**src/rtl/tcdm_bank_arbiter.sv**
```systemverilog
// Shares one TCDM SRAM bank among NumReq requesters. Grants round-robin, with an
// optional local-core priority, and routes each response to the requester that issued it.
module tcdm_bank_arbiter_checker #(
   parameter int unsigned NumReq     = 2,
   parameter int unsigned MemLatency = 1
) (
   input logic              clk_i,
   input logic              rst_ni,
   input logic [NumReq-1:0] req_i,
   input logic [NumReq-1:0] gnt_i,
   input logic [NumReq-1:0] rvalid_i
);

   a_params: assert property (@(posedge clk_i)
      (MemLatency >= 32'd1) && (MemLatency <= 32'd3) && (NumReq >= 32'd2));

   a_gnt_onehot: assert property (@(posedge clk_i) disable iff (!rst_ni)
      $onehot0(gnt_i));

   a_rvalid_onehot: assert property (@(posedge clk_i) disable iff (!rst_ni)
      $onehot0(rvalid_i));

   a_gnt_has_req: assert property (@(posedge clk_i) disable iff (!rst_ni)
      (gnt_i & ~req_i) == '0);

endmodule

module tcdm_bank_arbiter #(
   parameter int unsigned NumReq     = 2,
   parameter int unsigned AddrWidth  = 10,
   parameter int unsigned DataWidth  = 32,
   parameter int unsigned BeWidth    = DataWidth / 8,
   parameter int unsigned MemLatency = 1
) (
   input  logic                          clk_i,
   input  logic                          rst_ni,
   input  logic                          local_prio_i,
   input  logic [NumReq-1:0]             req_i,
   input  logic [NumReq*AddrWidth-1:0]   addr_i,
   input  logic [NumReq-1:0]             wen_i,
   input  logic [NumReq*DataWidth-1:0]   wdata_i,
   input  logic [NumReq*BeWidth-1:0]     be_i,
   output logic [NumReq-1:0]             gnt_o,
   output logic [NumReq-1:0]             rvalid_o,
   output logic [DataWidth-1:0]          rdata_o,
   output logic                          mem_req_o,
   output logic [AddrWidth-1:0]          mem_addr_o,
   output logic                          mem_wen_o,
   output logic [DataWidth-1:0]          mem_wdata_o,
   output logic [BeWidth-1:0]            mem_be_o,
   input  logic [DataWidth-1:0]          mem_rdata_i
);

   localparam int unsigned IdxW = (NumReq > 32'd1) ? $clog2(NumReq) : 32'd1;
   typedef logic [IdxW-1:0] idx_t;
   localparam idx_t LastIdx = idx_t'(NumReq - 32'd1);

   function automatic logic [NumReq-1:0] idx_to_onehot(input idx_t idx);
      logic [NumReq-1:0] oh;
      for (int i = 0; i < NumReq; i++) begin
         oh[i] = (idx == idx_t'(i));
      end
      return oh;
   endfunction

   idx_t                  rr_q, rr_d;
   idx_t                  win_hi_s, win_lo_s, winner_s;
   logic                  hit_hi_s;
   logic                  any_req_s;
   logic [MemLatency-1:0] valid_q, valid_d;
   idx_t                  idx_q [MemLatency];
   idx_t                  idx_d [MemLatency];

   // Round-robin scan: lowest request at or above rr_q, else lowest below it.
   always_comb begin
      win_hi_s = '0;
      win_lo_s = '0;
      hit_hi_s = 1'b0;
      for (int i = NumReq - 1; i >= 0; i--) begin
         win_hi_s = (req_i[i] && (idx_t'(i) >= rr_q)) ? idx_t'(i) : win_hi_s;
         hit_hi_s = (req_i[i] && (idx_t'(i) >= rr_q)) ? 1'b1 : hit_hi_s;
         win_lo_s = (req_i[i] && (idx_t'(i) < rr_q)) ? idx_t'(i) : win_lo_s;
      end
   end

   // Winner, grant vector and next round-robin pointer.
   always_comb begin
      any_req_s = |req_i;
      if (local_prio_i && req_i[0]) begin
         winner_s = '0;
      end else if (hit_hi_s) begin
         winner_s = win_hi_s;
      end else begin
         winner_s = win_lo_s;
      end

      if (any_req_s) begin
         gnt_o = idx_to_onehot(winner_s);
      end else begin
         gnt_o = '0;
      end

      if (!any_req_s) begin
         rr_d = rr_q;
      end else if (winner_s == LastIdx) begin
         rr_d = '0;
      end else begin
         rr_d = winner_s + idx_t'(1);
      end
   end

   // Bank-side request mux; with no request the winner defaults to index 0.
   always_comb begin
      mem_req_o   = any_req_s;
      mem_addr_o  = addr_i[winner_s*AddrWidth +: AddrWidth];
      mem_wen_o   = wen_i[winner_s];
      mem_wdata_o = wdata_i[winner_s*DataWidth +: DataWidth];
      mem_be_o    = be_i[winner_s*BeWidth +: BeWidth];
   end

   // Response pipeline: one {valid, requester} slot per cycle of bank latency.
   always_comb begin
      valid_d[0] = any_req_s;
      idx_d[0]   = winner_s;
      for (int s = 1; s < MemLatency; s++) begin
         valid_d[s] = valid_q[s-1];
         idx_d[s]   = idx_q[s-1];
      end
   end

   // Output stage of the response pipeline; read data passes straight through.
   always_comb begin
      rdata_o = mem_rdata_i;
      if (valid_q[MemLatency-1]) begin
         rvalid_o = idx_to_onehot(idx_q[MemLatency-1]);
      end else begin
         rvalid_o = '0;
      end
   end

   // Arbiter pointer and response pipeline state.
   always_ff @(posedge clk_i or negedge rst_ni) begin
      if (!rst_ni) begin
         rr_q    <= '0;
         valid_q <= '0;
         for (int s = 0; s < MemLatency; s++) begin
            idx_q[s] <= '0;
         end
      end else begin
         rr_q    <= rr_d;
         valid_q <= valid_d;
         for (int s = 0; s < MemLatency; s++) begin
            idx_q[s] <= idx_d[s];
         end
      end
   end

   tcdm_bank_arbiter_checker #(
      .NumReq     (NumReq),
      .MemLatency (MemLatency)
   ) u_checker (
      .clk_i    (clk_i),
      .rst_ni   (rst_ni),
      .req_i    (req_i),
      .gnt_i    (gnt_o),
      .rvalid_i (rvalid_o)
   );

endmodule
```
**config.mk**
```make
export PLATFORM = sky130hd
export DESIGN_NAME = tcdm_bank_arbiter
export DESIGN_NICKNAME = d
export VERILOG_FILES = /design/src/rtl/tcdm_bank_arbiter.sv
export SDC_FILE = /design/constraint.sdc
export NUM_CORES = 1
export LEC_CHECK = 0
export CORE_MARGIN = 5
export CORE_UTILIZATION = 17
export CTS_CLUSTER_DIAMETER = 80
export DETAILED_ROUTE_END_ITERATION = 6
export GPL_TIMING_DRIVEN = 0
export PLACE_DENSITY = 0.9
export SLEW_MARGIN = 10
export SYNTH_ARGS = -nofsm -noshare
export SYNTH_HDL_FRONTEND = slang
export SYNTH_SLANG_ARGS = --single-unit
```
**constraint.sdc**
```tcl
create_clock -name clk_i -period 1.4 [get_ports clk_i]
set_input_delay 0.28 -clock clk_i [delete_from_list [all_inputs] [get_ports clk_i]]
set_output_delay 0.28 -clock clk_i [all_outputs]
set_load 0.05 [all_outputs]
```
==> results.sh, run 1 <==
export IMPL_drt_total_wl_mm=5.876
export IMPL_fin_skew_ns=0.00001471
export IMPL_powerDensity_nw_per_um2=634.2
export IMPL_cp_start_kind="flop"
export IMPL_clk_pin_slew_worst_paths_ns=0.03
export IMPL_rows=28
export IMPL_grt_pass1_vias=1635
export IMPL_hold_ws_ns=0.2526
export IMPL_die_w_um=86.64
export IMPL_synth_nets=230
export IMPL_cp_slowest_stage_delay_ns=0.37
export IMPL_grt_max_degree=11
export IMPL_drive_above_1_share=0.5318
export IMPL_netlist_area_leader_share=0.4398
export IMPL_clock_latency_ns=0.21
export IMPL_p_leak_nw=1.662
export IMPL_antenna_found_initial=0
export IMPL_yosysSeqAreaShare=0.07519
export IMPL_cp_data_arrival_time_ns=1.73
export IMPL_max_freq_mhz=497.2
export IMPL_syn_inst=99
export IMPL_fin_crit_ns=2.011
export IMPL_status="complete, but fails checks"
export IMPL_first_iter_violations=4
export IMPL_port_buffers=182
export IMPL_diodes=0
export IMPL_hold_viol=0
export IMPL_slew_headroom=0.6633
export IMPL_vias=1456
export IMPL_first_pass_iters=2
export IMPL_worst_pin_slew_ns=0.5070
export IMPL_final_core_util=0.5803
export IMPL_synth_area_top_cells="mux2_2, buf_4, mux2_4"
export IMPL_syn_area_um2=998.5
export IMPL_violations="setup timing"
export IMPL_synth_seq_cells=3
export IMPL_tns_ns=-26.72
export IMPL_dieArea_um2=7506
export IMPL_wl_per_cell_um=15.71
export IMPL_crit_required_ns=1.12
export IMPL_cts_htree_levels=1
export IMPL_clockBufferDepth=2
export IMPL_cts_tree="done"
export IMPL_cts_root_buffer="clkbuf_8"
export IMPL_avgSynthCellArea_um2=10.09
export IMPL_setup_violations=49
export IMPL_clock_sinks=3
export IMPL_crit_top_cell="buf_6"
export IMPL_crit_fanout=6
export IMPL_dp_hpwl_mm=5.050
export IMPL_finalCritPeriodShare=1.437
export IMPL_fin_ws_ns=-0.6112
export IMPL_final_max_slew_viol_count=0
export IMPL_critical_path_class="flop to primary output"
export IMPL_path_cells="nor2b_4 > o21ai_4 > buf_6 > buf_8 > clkbuf_16 > mux2_4 > buf_6"
export IMPL_yosysTopAreaCell="mux2_2"
export IMPL_syn_to_final_growth_pct=238.0
export IMPL_place_gp_congestion=0.7797
export IMPL_cts_buffers=3
export IMPL_initial_core_util=0.1717
export IMPL_maxCapViolations=0
export IMPL_yosysWarnings=0
export IMPL_hp_class="input pin to async pin"
export IMPL_viasPerCell=3.893
export IMPL_grt_usage=0.1352
export IMPL_detail_route_antenna_nets=0
export IMPL_core_area_um2=5816
export IMPL_nNetsFinal=431
export IMPL_grt_overflow=0
export IMPL_netlist_cell_type_count=13
export IMPL_rsz0062_at_grt="true"
export IMPL_cpMaxStageDelayCell="dfrtp_1"
export IMPL_io_pins=215
export IMPL_vdd_ir_drop_max_mv=0.3437
export IMPL_die_height_um=86.64
export IMPL_worst_setup_path_end_kind="primary output"
export IMPL_grt_pass1_wl_mm=8.031
export IMPL_drc_errors=0
-- synth_stat cells (all sizes together) --
| cell type | n |
|---|---|
| nor2b | 2 |
| dfrtp | 3 |
| or2 | 1 |
| a21oi | 1 |
| inv | 4 |
| o21ai | 3 |
| mux2 | 47 |
| buf | 37 |
| and2 | 1 |
-- kinds of logic (layout without fill, tap and decap cells) --
group                  count (synthesis)  in the layout  share of synthesized area
and+or+nand+nor                        4              4                    0.03259
AOI/OAI and AO/OA                      4              4                    0.03133
muxes                                 47             47                     0.5602
buffers and inverters                 41            241                     0.3007
DFF                                    3              3                    0.07519
-- cell usage in the layout (no fill, tap or decap), drive strengths merged --
master / instances
a21oi: 1
and2: 1
buf: 99
clkbuf: 6
clkdlybuf4s15: 2
clkdlybuf4s50: 95
dfrtp: 3
dlygate4sd2: 35
inv: 4
mux2: 47
nor2b: 2
o21ai: 3
or2: 1
-- where the power goes --
| part | total (W) | switching, W | leakage (nW) | internal (W) |
|---|---|---|---|---|
| clock network | 0.000246 | 0.0000525 | 0.0228 | 0.000194 |
| logic | 0.00180 | 0.000917 | 1.60 | 0.000881 |
| registers | 0.0000968 | 0.00000283 | 0.0343 | 0.0000940 |
-- critical path, delay by kind of cell (launching register included) --
kind,cells,cell delay [ns]
buffers and inverters,4,0.55
AOI/OAI and AO/OA,1,0.16
and+or+nand+nor,1,0.14
DFF,1,0.37
muxes,1,0.30
-- state kept, by name, indices dropped and copies added (netlist names) --
name     cells
rr_q         1
idx_q        1
valid_q      1
-- timing repair --
item                       4_1_cts  5_1_grt
resized for setup              420       18
buffers inserted                 8        3
setup endpoints to repair       85       49
pin swaps                        1        2
hold buffers                     0        0
cloned                           1        2
-- per-stage QoR --
| step | setup slack [ns] | total power, W | instance area [µm²] | instances |
|---|---|---|---|---|
| final | -0.6112 | 0.002140 | 3374 | 374 |
| after CTS | -0.6115 | 0.002093 | 3238 | 369 |
| after global placement | -1.387 | 0.001714 | 2997 | 356 |
| after floorplan | -0.1979 | 0.001090 | 1081 | 99 |
| after detailed placement | -1.395 | 0.001731 | 2997 | 356 |
| after global routing | -0.6700 | 0.002218 | 3374 | 374 |
-- cell type report --
class,instances,area (µm²)
multi-input combinational,55,750.7
timing repair buffer,196,2059
clock buffer,4,45.04
inverter,4,15.01
sequential,3,75.07
tap,75,93.84
buffer,37,335.3
fill,510,2441
-- per-layer routing --
layer | wire [µm] | vias to the layer above | share of wire | track usage
met1 | 1844 | 654 | 0.31 | 0.1293
met4 | 14 | 0 | 0.0024 | 0.01700
met5 | 0 | - | 0 | 0
met3 | 538 | 4 | 0.092 | 0.03042
met2 | 3478 | 89 | 0.59 | 0.2907
li1 | - | 709 | - | -
-- worst paths after layout --
path / slack, ns / from / to / depth (start not counted)
worst max-delay path: -0.61 / rr_q / mem_wdata_o[14] / 7
worst min-delay path: 0.25 / rst_ni / valid_q / 1
worst max register to register: 0.18 / rr_q / idx_q / 6
worst min register to register: 0.56 / rr_q / rr_q / 2
max in group asynchronous: 1.00 / rst_ni / rr_q / 1
min in group clk_i: 0.49 / req_i[0] / valid_q / 2
Power figures use the tool's default switching activity.
==> run 2: changes to the inputs <==
--- a/config.mk
+++ b/config.mk
@@ -6,12 +6,11 @@
 export NUM_CORES = 1
 export LEC_CHECK = 0
 export CORE_MARGIN = 5
-export CORE_UTILIZATION = 17
+export CORE_UTILIZATION = 18
 export CTS_CLUSTER_DIAMETER = 80
 export DETAILED_ROUTE_END_ITERATION = 6
 export GPL_TIMING_DRIVEN = 0
-export PLACE_DENSITY = 0.9
-export SLEW_MARGIN = 10
+export PLACE_DENSITY = 0.91
 export SYNTH_ARGS = -nofsm -noshare
 export SYNTH_HDL_FRONTEND = slang
 export SYNTH_SLANG_ARGS = --single-unit
==> constraint.sdc (replaced) <==
create_clock -name clk_i -period 2.3 [get_ports clk_i]
set_input_delay 0.46 -clock clk_i [delete_from_list [all_inputs] [get_ports clk_i]]
set_output_delay 0.46 -clock clk_i [all_outputs]
set_load 0.05 [all_outputs]
==> run 2 against run 1 <==
  * The flow now finishes without violations
  * Clock skew up 0.0017 ns
  * Clock power down 38%
  * Hold slack better by 0.17 ns
  * Register-to-register slack better by 0.92 ns
  * Global-route usage down 0.21 points
  * Sequential power down 39%
  * Worst setup slack better by 0.69 ns
==> results.sh, run 2 (synthesis gave the netlist of run 1 again) <==
export IMPL_vdd_ir_drop_max_mv=0.2161
export IMPL_cp_startpoint="local_prio_i"
export IMPL_postLayoutCellArea_um2=2873
export IMPL_drt_total_wl_mm=5.275
export IMPL_io_pins=215
export IMPL_clock_sinks=3
export IMPL_reg2reg_setup_slack_ns=1.10
export IMPL_path_cells="clkdlybuf4s15_1 > nor2b_4 > o21ai_4 > buf_6 > buf_4 > mux2_2 > buf_6"
export IMPL_worst_pin_slew_ns=0.5217
export IMPL_crit_top_cell="buf_6"
export IMPL_grt_usage=0.1331
export IMPL_cts_buffers=3
export IMPL_initial_core_util=0.1836
export IMPL_clock_latency_ns=0.22
export IMPL_detail_route_antenna_nets=0
export IMPL_layout_commonest_cell="clkdlybuf4s50_1"
export IMPL_place_gp_congestion=0.7905
export IMPL_critPathBufInv=4
export IMPL_dieArea_um2=7137
export IMPL_crit_fanout=5
export IMPL_drc_errors=0
export IMPL_fin_crit_ns=2.225
export IMPL_critical_path_class="input pin to primary output"
export IMPL_mostFrequentLayoutCells="clkdlybuf4s50_1, mux2_2, buf_4, buf_2, buf_6"
export IMPL_grt_max_degree=11
export IMPL_cp_data_arrival_time_ns=1.76
export IMPL_crit_required_ns=1.84
export IMPL_cts_root_buffer="clkbuf_8"
export IMPL_viasPerCell=4.006
export IMPL_largestRegisters="idx_q: 1 flops, rr_q: 1 flops, valid_q: 1 flops"
export IMPL_wl_per_cell_um=14.65
export IMPL_die_height_um=84.48
export IMPL_drive_above_1_share=0.4965
export IMPL_powerDensity_nw_per_um2=399.0
export IMPL_port_buffers=182
export IMPL_first_pass_iters=4
export IMPL_cp_start_kind="input pin"
export IMPL_clk_pin_slew_worst_paths_ns=0.03
export IMPL_hp_class="input pin to async pin"
export IMPL_status="complete, no violations"
export IMPL_cts_tree="done"
export IMPL_finalCritPeriodShare=0.9673
export IMPL_diodes=0
export IMPL_slew_headroom=0.6511
export IMPL_r2r_end="idx_q"
export IMPL_final_max_slew_viol_count=0
export IMPL_vias=1442
export IMPL_p_leak_nw=1.289
export IMPL_fin_skew_ns=0.001714
export IMPL_rows=27
export IMPL_die_w_um=84.48
export IMPL_worstReg2RegStart="rr_q"
export IMPL_setup_violations=0
export IMPL_clockBufferDepth=2
export IMPL_core_area_um2=5439
export IMPL_grt_pass1_wl_mm=7.831
export IMPL_crit_family="buffers and inverters"
export IMPL_rsz0062_at_grt="false"
export IMPL_cts_hold_fix_buffers=0
export IMPL_grt_overflow=0
export IMPL_first_iter_violations=5
export IMPL_max_freq_mhz=449.5
export IMPL_ff2ff_path_depth=5
export IMPL_worst_setup_path_end_kind="primary output"
export IMPL_cp_slowest_stage_delay_ns=0.35
export IMPL_tns_ns=0
export IMPL_grt_pass1_vias=1721
export IMPL_hold_viol=0
export IMPL_nNetsFinal=420
export IMPL_cpMaxStageDelayCell="mux2_2"
export IMPL_antenna_found_initial=0
export IMPL_cts_htree_levels=1
export IMPL_place_area_um2=2910
export IMPL_syn_to_final_growth_pct=187.7
export IMPL_dp_hpwl_mm=4.737
export IMPL_final_core_util=0.5282
export IMPL_maxCapViolations=0
run 2: cell count changes in the layout (fill, tap and decap cells not counted), sizes merged:
cell           before  now
clkdlybuf4s50      95  130
dlygate4sd2        35    2
buf                99   87
clkbuf              6    5
run 2: through the flow:
step / total power, W / worst slack (ns) / cells / hold WS [ns]
after CTS: 0.001161 / 0.01141 / 360 / 0.4204
after floorplan: 0.0006362 / 0.4538 / 99 / 0.1644
after detailed placement: 0.001020 / -0.8576 / 353 / 0.5399
after global routing: 0.001193 / 0.01769 / 360 / 0.4366
after global placement: 0.001011 / -0.8288 / 353 / 0.5374
final: 0.001146 / 0.07522 / 360 / 0.4243
run 2: power breakdown:
group | internal [W] | switching (W)
clock network | 0.000118 | 0.0000348
registers | 0.0000572 | 0.00000167
logic | 0.000415 | 0.000520
total | 0.000590 | 0.000556
run 2: area by class of cell:
class / count / area, µm²
Tap cell: 72 / 90.09
Timing Repair Buffer: 185 / 1719
Sequential cell: 3 / 75.07
Buffer: 37 / 305.3
Fill cell: 513 / 2566
Inverter: 4 / 15.01
Multi-Input combinational cell: 55 / 623.1
Clock buffer: 4 / 45.04
run 2: worst register-to-register path, stage by stage, from the launching register on:
cell	delay (ns)
dfrtp_1	0.37
nor2b_4	0.14
o21ai_4	0.24
buf_6	0.18
buf_12	0.14
inv_1	0.04
run 2: worst max path at each step:
stage	endpoint	slack, ns	cells after the start
3_3_place_gp	mem_wdata_o[14]	-0.83	7
2_1_floorplan	mem_wdata_o[13]	0.45	5
5_1_grt	mem_wen_o	0.02	7
4_1_cts	mem_wdata_o[19]	0.01	7
3_5_place_dp	mem_wdata_o[19]	-0.86	7
6_report	mem_wdata_o[28]	0.08	7
run 2: layer usage:
metal / global-route usage / routed length, µm / vias up
li1: - / - / 686
met2: 0.2854 / 3052 / 102
met1: 0.1128 / 1574 / 649
met5: 0 / 0 / -
met4: 0.02590 / 35 / 0
met3: 0.04907 / 612 / 5
run 2: repair_timing:
action                                 in CTS  in global routing
cloned                                      1                  0
gates resized for setup                   283                  2
buffers inserted                            2                  0
endpoints found under the hold margin       0                  0
pin swaps                                   1                  1
setup endpoints to repair                  50                 33
==> run 3: changes to the inputs <==
--- a/config.mk
+++ b/config.mk
@@ -5,12 +5,13 @@
 export SDC_FILE = /design/constraint.sdc
 export NUM_CORES = 1
 export LEC_CHECK = 0
-export CORE_MARGIN = 5
-export CORE_UTILIZATION = 18
+export CORE_AREA = 3 3 82 84
 export CTS_CLUSTER_DIAMETER = 80
 export DETAILED_ROUTE_END_ITERATION = 6
+export DIE_AREA = 0 0 85 87
+export DONT_BUFFER_PORTS = 1
 export GPL_TIMING_DRIVEN = 0
-export PLACE_DENSITY = 0.91
+export PLACE_DENSITY = 0.4
 export SYNTH_ARGS = -nofsm -noshare
 export SYNTH_HDL_FRONTEND = slang
 export SYNTH_SLANG_ARGS = --single-unit
==> constraint.sdc (replaced) <==
create_clock -name clk_i -period 1.9 [get_ports clk_i]
set_input_delay 0.38 -clock clk_i [delete_from_list [all_inputs] [get_ports clk_i]]
set_output_delay 0.38 -clock clk_i [all_outputs]
set_load 0.05 [all_outputs]
==> run 3 against run 2 <==
  * The flow now finishes with violations (setup timing)
  * Sequential share of layout area rose by 2.5 points
  * Global-route usage shrank 3.6 points
  * Register-to-register slack got worse by 0.45 ns
  * Cell count fell by 48%
  * Final area down 49%
  * Total power down 2.4%
  * Sequential power grew 22%
  * Clock power increased by 23%
  * Largest power group unchanged
  * Highest routed layer unchanged
==> results.sh, run 3 (synthesis gave the netlist of run 1 again) <==
export IMPL_max_freq_mhz=499.1
export IMPL_drive_above_1_share=0.8839
export IMPL_rows=28
export IMPL_p_int_w=0.0004786
export IMPL_cts_root_buffer="clkbuf_8"
export IMPL_detail_route_antenna_nets=0
export IMPL_seq_area_um2=75.07
export IMPL_io_pins=215
export IMPL_p_leak_nw=0.7728
export IMPL_vdd_ir_drop_max_mv=0.5613
export IMPL_core_area_um2=5991
export IMPL_grt_overflow=0
export IMPL_hp_class="input pin to flop"
export IMPL_final_core_util=0.2444
export IMPL_dieArea_um2=7395
export IMPL_status="complete, but fails checks"
export IMPL_clk_pin_slew_worst_paths_ns=0.03
export IMPL_setup_violations=48
export IMPL_dp_cells=174
export IMPL_fin_crit_ns=2.003
export IMPL_crit_required_ns=1.52
export IMPL_swShare=0.5721
export IMPL_multi_input_area_um2=769.5
export IMPL_drt_total_wl_mm=4.380
export IMPL_powerDensity_nw_per_um2=764.1
export IMPL_drc_errors=0
export IMPL_grt_max_degree=11
export IMPL_wl_per_cell_um=23.42
export IMPL_cts_buffers=3
export IMPL_fin_ws_ns=-0.1035
export IMPL_crit_fanout=4
export IMPL_syn_to_final_growth_pct=46.62
export IMPL_first_iter_violations=27
export IMPL_violations="setup timing"
export IMPL_grt_pass1_wl_mm=5.333
export IMPL_seq_power_share=0.064
export IMPL_initial_core_util=0.1667
export IMPL_fin_skew_ns=0.00003739
export IMPL_cts_tree="done"
export IMPL_diodes=0
export IMPL_worst_setup_path_end_kind="primary output"
export IMPL_antenna_found_initial=0
export IMPL_critical_path_class="flop to primary output"
export IMPL_vias=837
export IMPL_first_pass_iters=4
export IMPL_die_height_um=87
export IMPL_hold_ws_ns=0.2806
export IMPL_p_comb_frac=0.768
export IMPL_grt_usage=0.09668
export IMPL_rsz0062_at_grt="true"
export IMPL_fill_cells=604
export IMPL_clockBufferDepth=2
export IMPL_place_area_um2=1092
export IMPL_grt_pass1_vias=850
export IMPL_maxCapViolations=0
export IMPL_finalCritPeriodShare=1.054
export IMPL_mostFrequentLayoutCells="mux2_4, buf_4, buf_12"
export IMPL_die_w_um=85
export IMPL_cts_htree_levels=1
export IMPL_nNetsFinal=244
export IMPL_dp_hpwl_mm=3.740
export IMPL_final_max_slew_viol_count=0
export IMPL_clock_sinks=3
export IMPL_cp_data_arrival_time_ns=1.62
export IMPL_finalNonFillerCells=187
export IMPL_worst_pin_slew_ns=1.042
export IMPL_clock_latency_ns=0.21
export IMPL_postLayoutCellArea_um2=1464
export IMPL_slew_headroom=0.3077
export IMPL_layout_commonest_cell="mux2_4"
export IMPL_viasPerCell=4.476
export IMPL_power_switching_w=0.0006400
export IMPL_cp_start_kind="flop"
export IMPL_hold_viol=0
export IMPL_largestRegisters="idx_q: 1 flops, rr_q: 1 flops, valid_q: 1 flops"
export IMPL_port_buffers=0
export IMPL_place_gp_congestion=0.7211
export IMPL_clkPwrFrac=0.168
==> run 3: cell count changes in the layout (fill, tap and decap cells not counted), sizes merged <==
cell,before,now
clkdlybuf4s15,2,0
dlygate4sd3,0,1
clkinvlp,0,1
inv,4,3
buf,87,45
clkdlybuf4s50,130,0
dlygate4sd2,2,0
clkbuf,5,4
==> run 3: repair_timing <==
item | in CTS | in global routing
gates cloned | 3 | 0
setup buffers | 5 | 0
hold buffers | 1 | 0
setup endpoints to repair | 49 | 49
pin swaps | 1 | 1
gates resized for setup | 52 | 1
endpoints found under the hold margin | 3 | 0
==> run 3: final timing paths <==
kind                       startpoint  cells after the start  slack (ns)              end
max reg2reg                      rr_q                      7        0.65            idx_q
min reg2reg                      rr_q                      2        0.54             rr_q
max in group asynchronous      rst_ni                      1        1.33            idx_q
min in group asynchronous      rst_ni                      1        0.42          valid_q
min                          req_i[1]                      1        0.28             rr_q
max                              rr_q                      6       -0.10  mem_wdata_o[24]
==> run 3: metrics by stage <==
stage          total power (W)  setup slack (ns)  setup TNS [ns]
2_1_floorplan        0.0007701            0.1905               0
3_3_place_gp         0.0008091           0.01569               0
3_5_place_dp         0.0008106           0.01955               0
4_1_cts               0.001130           -0.1279          -4.936
5_1_grt               0.001151           -0.1464          -6.095
6_report              0.001119           -0.1035          -3.789
==> run 3: critical path, stage by stage (launching register included) <==
cell     delay [ns]
dfrtp_1        0.36
nor2b_4        0.14
o21ai_4        0.15
buf_12         0.13
buf_8          0.11
buf_6          0.12
mux2_4         0.39
==> run 3: area by class of cell <==
class                   count  area share
well taps                  75     0.06410
repair buffers              9     0.09316
inverters                   4     0.01282
flip-flops and latches      3     0.05128
plain buffers              37      0.2222
clock buffers               4     0.03077
multi-input cells          55      0.5256
==> run 3: power groups by stage <==
stage	sequential, W	clock (W)	combinational (W)
after CTS	0.0000717	0.000196	0.000862
after detailed placement	0.0000722	0	0.000738
after global routing	0.0000720	0.000202	0.000877
final	0.0000716	0.000188	0.000859
after global placement	0.0000721	0	0.000737
after floorplan	0.0000715	0	0.000699
==> run 3: routing by layer <==
layer	up-vias	wire length, µm	global-route usage
met5	-	0	0
met4	0	10	0.01727
met3	2	547	0.02365
met2	124	2368	0.1836
met1	377	1453	0.1097
li1	334	-	-
==> patch: new RTL, config.mk and constraints of run 1 <==
`MemLatency` is set to 1 in 2 places; all go to 2.
--- a/src/rtl/tcdm_bank_arbiter.sv
+++ b/src/rtl/tcdm_bank_arbiter.sv
@@ -2,7 +2,7 @@
 // optional local-core priority, and routes each response to the requester that issued it.
 module tcdm_bank_arbiter_checker #(
    parameter int unsigned NumReq     = 2,
-   parameter int unsigned MemLatency = 1
+   parameter int unsigned MemLatency = 2
 ) (
    input logic              clk_i,
    input logic              rst_ni,
@@ -30,7 +30,7 @@
    parameter int unsigned AddrWidth  = 10,
    parameter int unsigned DataWidth  = 32,
    parameter int unsigned BeWidth    = DataWidth / 8,
-   parameter int unsigned MemLatency = 1
+   parameter int unsigned MemLatency = 2
 ) (
    input  logic                          clk_i,
    input  logic                          rst_ni,
Behaviour: not the same (a bounded check fails within 4 cycles, from zero or initial values and one cycle with rst_ni low).
==> patch against run 1 <==
- the run still ends with negative setup slack left
- cell area shrank 5.1%
- power shrank 2.0%
- synthesized cell count grew 2.0%
- utilization shrank 4.3 points
- setup slack lost 19 ps
- synthesized area grew 5.0%
- sequential power grew 65%
- combinational power shrank 7%
- sequential cell count grew 2
- wire length shrank 7.4%
==> patch: results (changes against run 1) <==
timing:
  tns_ps: -26470  # +253 ps
  setup_violations: 48  # -2.0%
  worst_slack_ps: -630  # -19.3 ps
  skew_ps: 1.11  # +1.09 ps
  maxSlewHeadroom_pct: 66.3  # about the same
cts:
  insertion_delay_ps: 220
  numCtsBuffers: 3  # unchanged
cells_and_area:
  drive_above_1_share_pct: 51.5  # -1.7 points
  final_core_util_pct: 53.8  # -4.3 points
  fillers: 559  # +9.6%
  fin_nets: 427  # -0.93%
  stdcell_count: 370  # -1.1%
routing:
  drtIter0Drc: 10  # +6
  wl_met2_um: 3270  # -6.1%
  drt-met1-wl_um: 1470  # -20%
  dr_total_vias: 1462  # +0.41%
  wl_um: 5440  # -7.4%
  firstDrtPassIters: 3  # +1
  dr_wl_met3_um: 691  # +28%
pwr:
  p_leak_nw: 1.58  # -4.7%
  ir_drop_mv: 0.398  # +16%
grt:
  grt_pass1_wl_um: 7330  # -8.8%
  grt_pass1_vias: 1577  # -3.5%
  grt_use_total_pct: 11.9  # -1.6 points
  grt_max_degree: 11  # unchanged
placed_design:
  hpwl_um: 4790  # -5.2%
  placed_area_um2: 3050  # +1.7%
  numPortBuffers: 182  # unchanged
  place.gp.congestion: 0.674  # -14%
  placed_cells: 358  # +0.56%
yosys:
  ys_seq_area_share_pct: 11.9  # +4.4 points
  synth_ff_type: "dfrtp_1"
  netlist_top_cells_area: "mux2_2 42%, buf_4 25%, dfrtp_1 12%"
  syn_nets: 232  # +0.87%
  ys_top_cells_by_count: "39 x mux2_2, 35 x buf_4, 8 x mux2_4"
status:
  status: "finished, violations left"
  failed_checks: "negative setup slack"
worst_setup_path:
  crit_path_max_fanout: 5  # -1
  worstPathArrival_ps: 1750  # +20 ps
  reg2reg_slack_ps: 290  # +110 ps
  r2r_end: "idx_d[0]$_DFF_PN0_"
  crit_end: "mem_wdata_o[15]"
## patch: cell count changes after synthesis, sizes merged
cell | before | now
dfrtp | 3 | 5
## patch: cells by family (layout without fill, tap and decap cells)
group / count (synthesis) / count (layout) / share of synthesized area (%)
AOI/OAI and AO/OA: 4 / 4 / 2.98
buffers and inverters: 41 / 235 / 28.6
DFF: 5 / 5 / 11.9
muxes: 47 / 47 / 53.3
and+or+nand+nor: 4 / 4 / 3.10
## patch: worst max-delay path: stages, from the launching register on
cell,delay [ps]
dfrtp_1,360
nor2b_4,140
o21ai_4,130
buf_6,120
buf_8,100
buf_12,100
buf_12,110
mux2_4,310
buf_8,150
## patch: area by class of cell
type,instances,area share (%)
Timing Repair Buffer,190,58.2
Multi-Input combinational cell,55,23.0
Buffer,37,10.0
Sequential cell,5,3.91
Tap cell,75,2.93
Clock buffer,4,1.41
Inverter,4,0.547
## patch: report_power, final
group	total, mW	internal (mW)	switching, mW
registers	0.160	0.156	0.00437
logic	1.68	0.792	0.883
clock network	0.263	0.195	0.0676
## patch: through the flow
stage          setup WS [ps]  total power [mW]
6_report                -630              2.10
5_1_grt                 -713              2.19
4_1_cts                 -657              2.12
3_5_place_dp           -1360              1.78
3_3_place_gp           -1370              1.77
2_1_floorplan           -198              1.15
## patch: how the worst min path moves through the flow
stage | depth (start not counted) | from | endpoint | slack, ps
final | 1 | rst_ni | idx_d[0]$_DFF_PN0_ | 290
after global routing | 1 | rst_ni | idx_d[0]$_DFF_PN0_ | 280
after CTS | 1 | rst_ni | idx_d[0]$_DFF_PN0_ | 290
after detailed placement | 0 | idx_d[0]$_DFF_PN0_ | idx_q[0]$_DFF_PN0_ | 350
after global placement | 0 | idx_d[0]$_DFF_PN0_ | idx_q[0]$_DFF_PN0_ | 330
after floorplan | 0 | rst_ni | idx_d[0]$_DFF_PN0_ | -20
## patch: repair_timing
action                                  4_1_cts  5_1_grt
setup buffers                                 6        2
endpoints found under the setup margin       85       49
gates resized for setup                     390        7
pin swaps                                     1        1
hold buffers                                  0        0
cloned                                        2        0
## patch: metal layers
layer | track usage, % | up-vias
met1 | 10.1 | 663
met3 | 3.54 | 2
met5 | 0 | -
met2 | 26.4 | 96
li1 | - | 701
met4 | 2.06 | 0
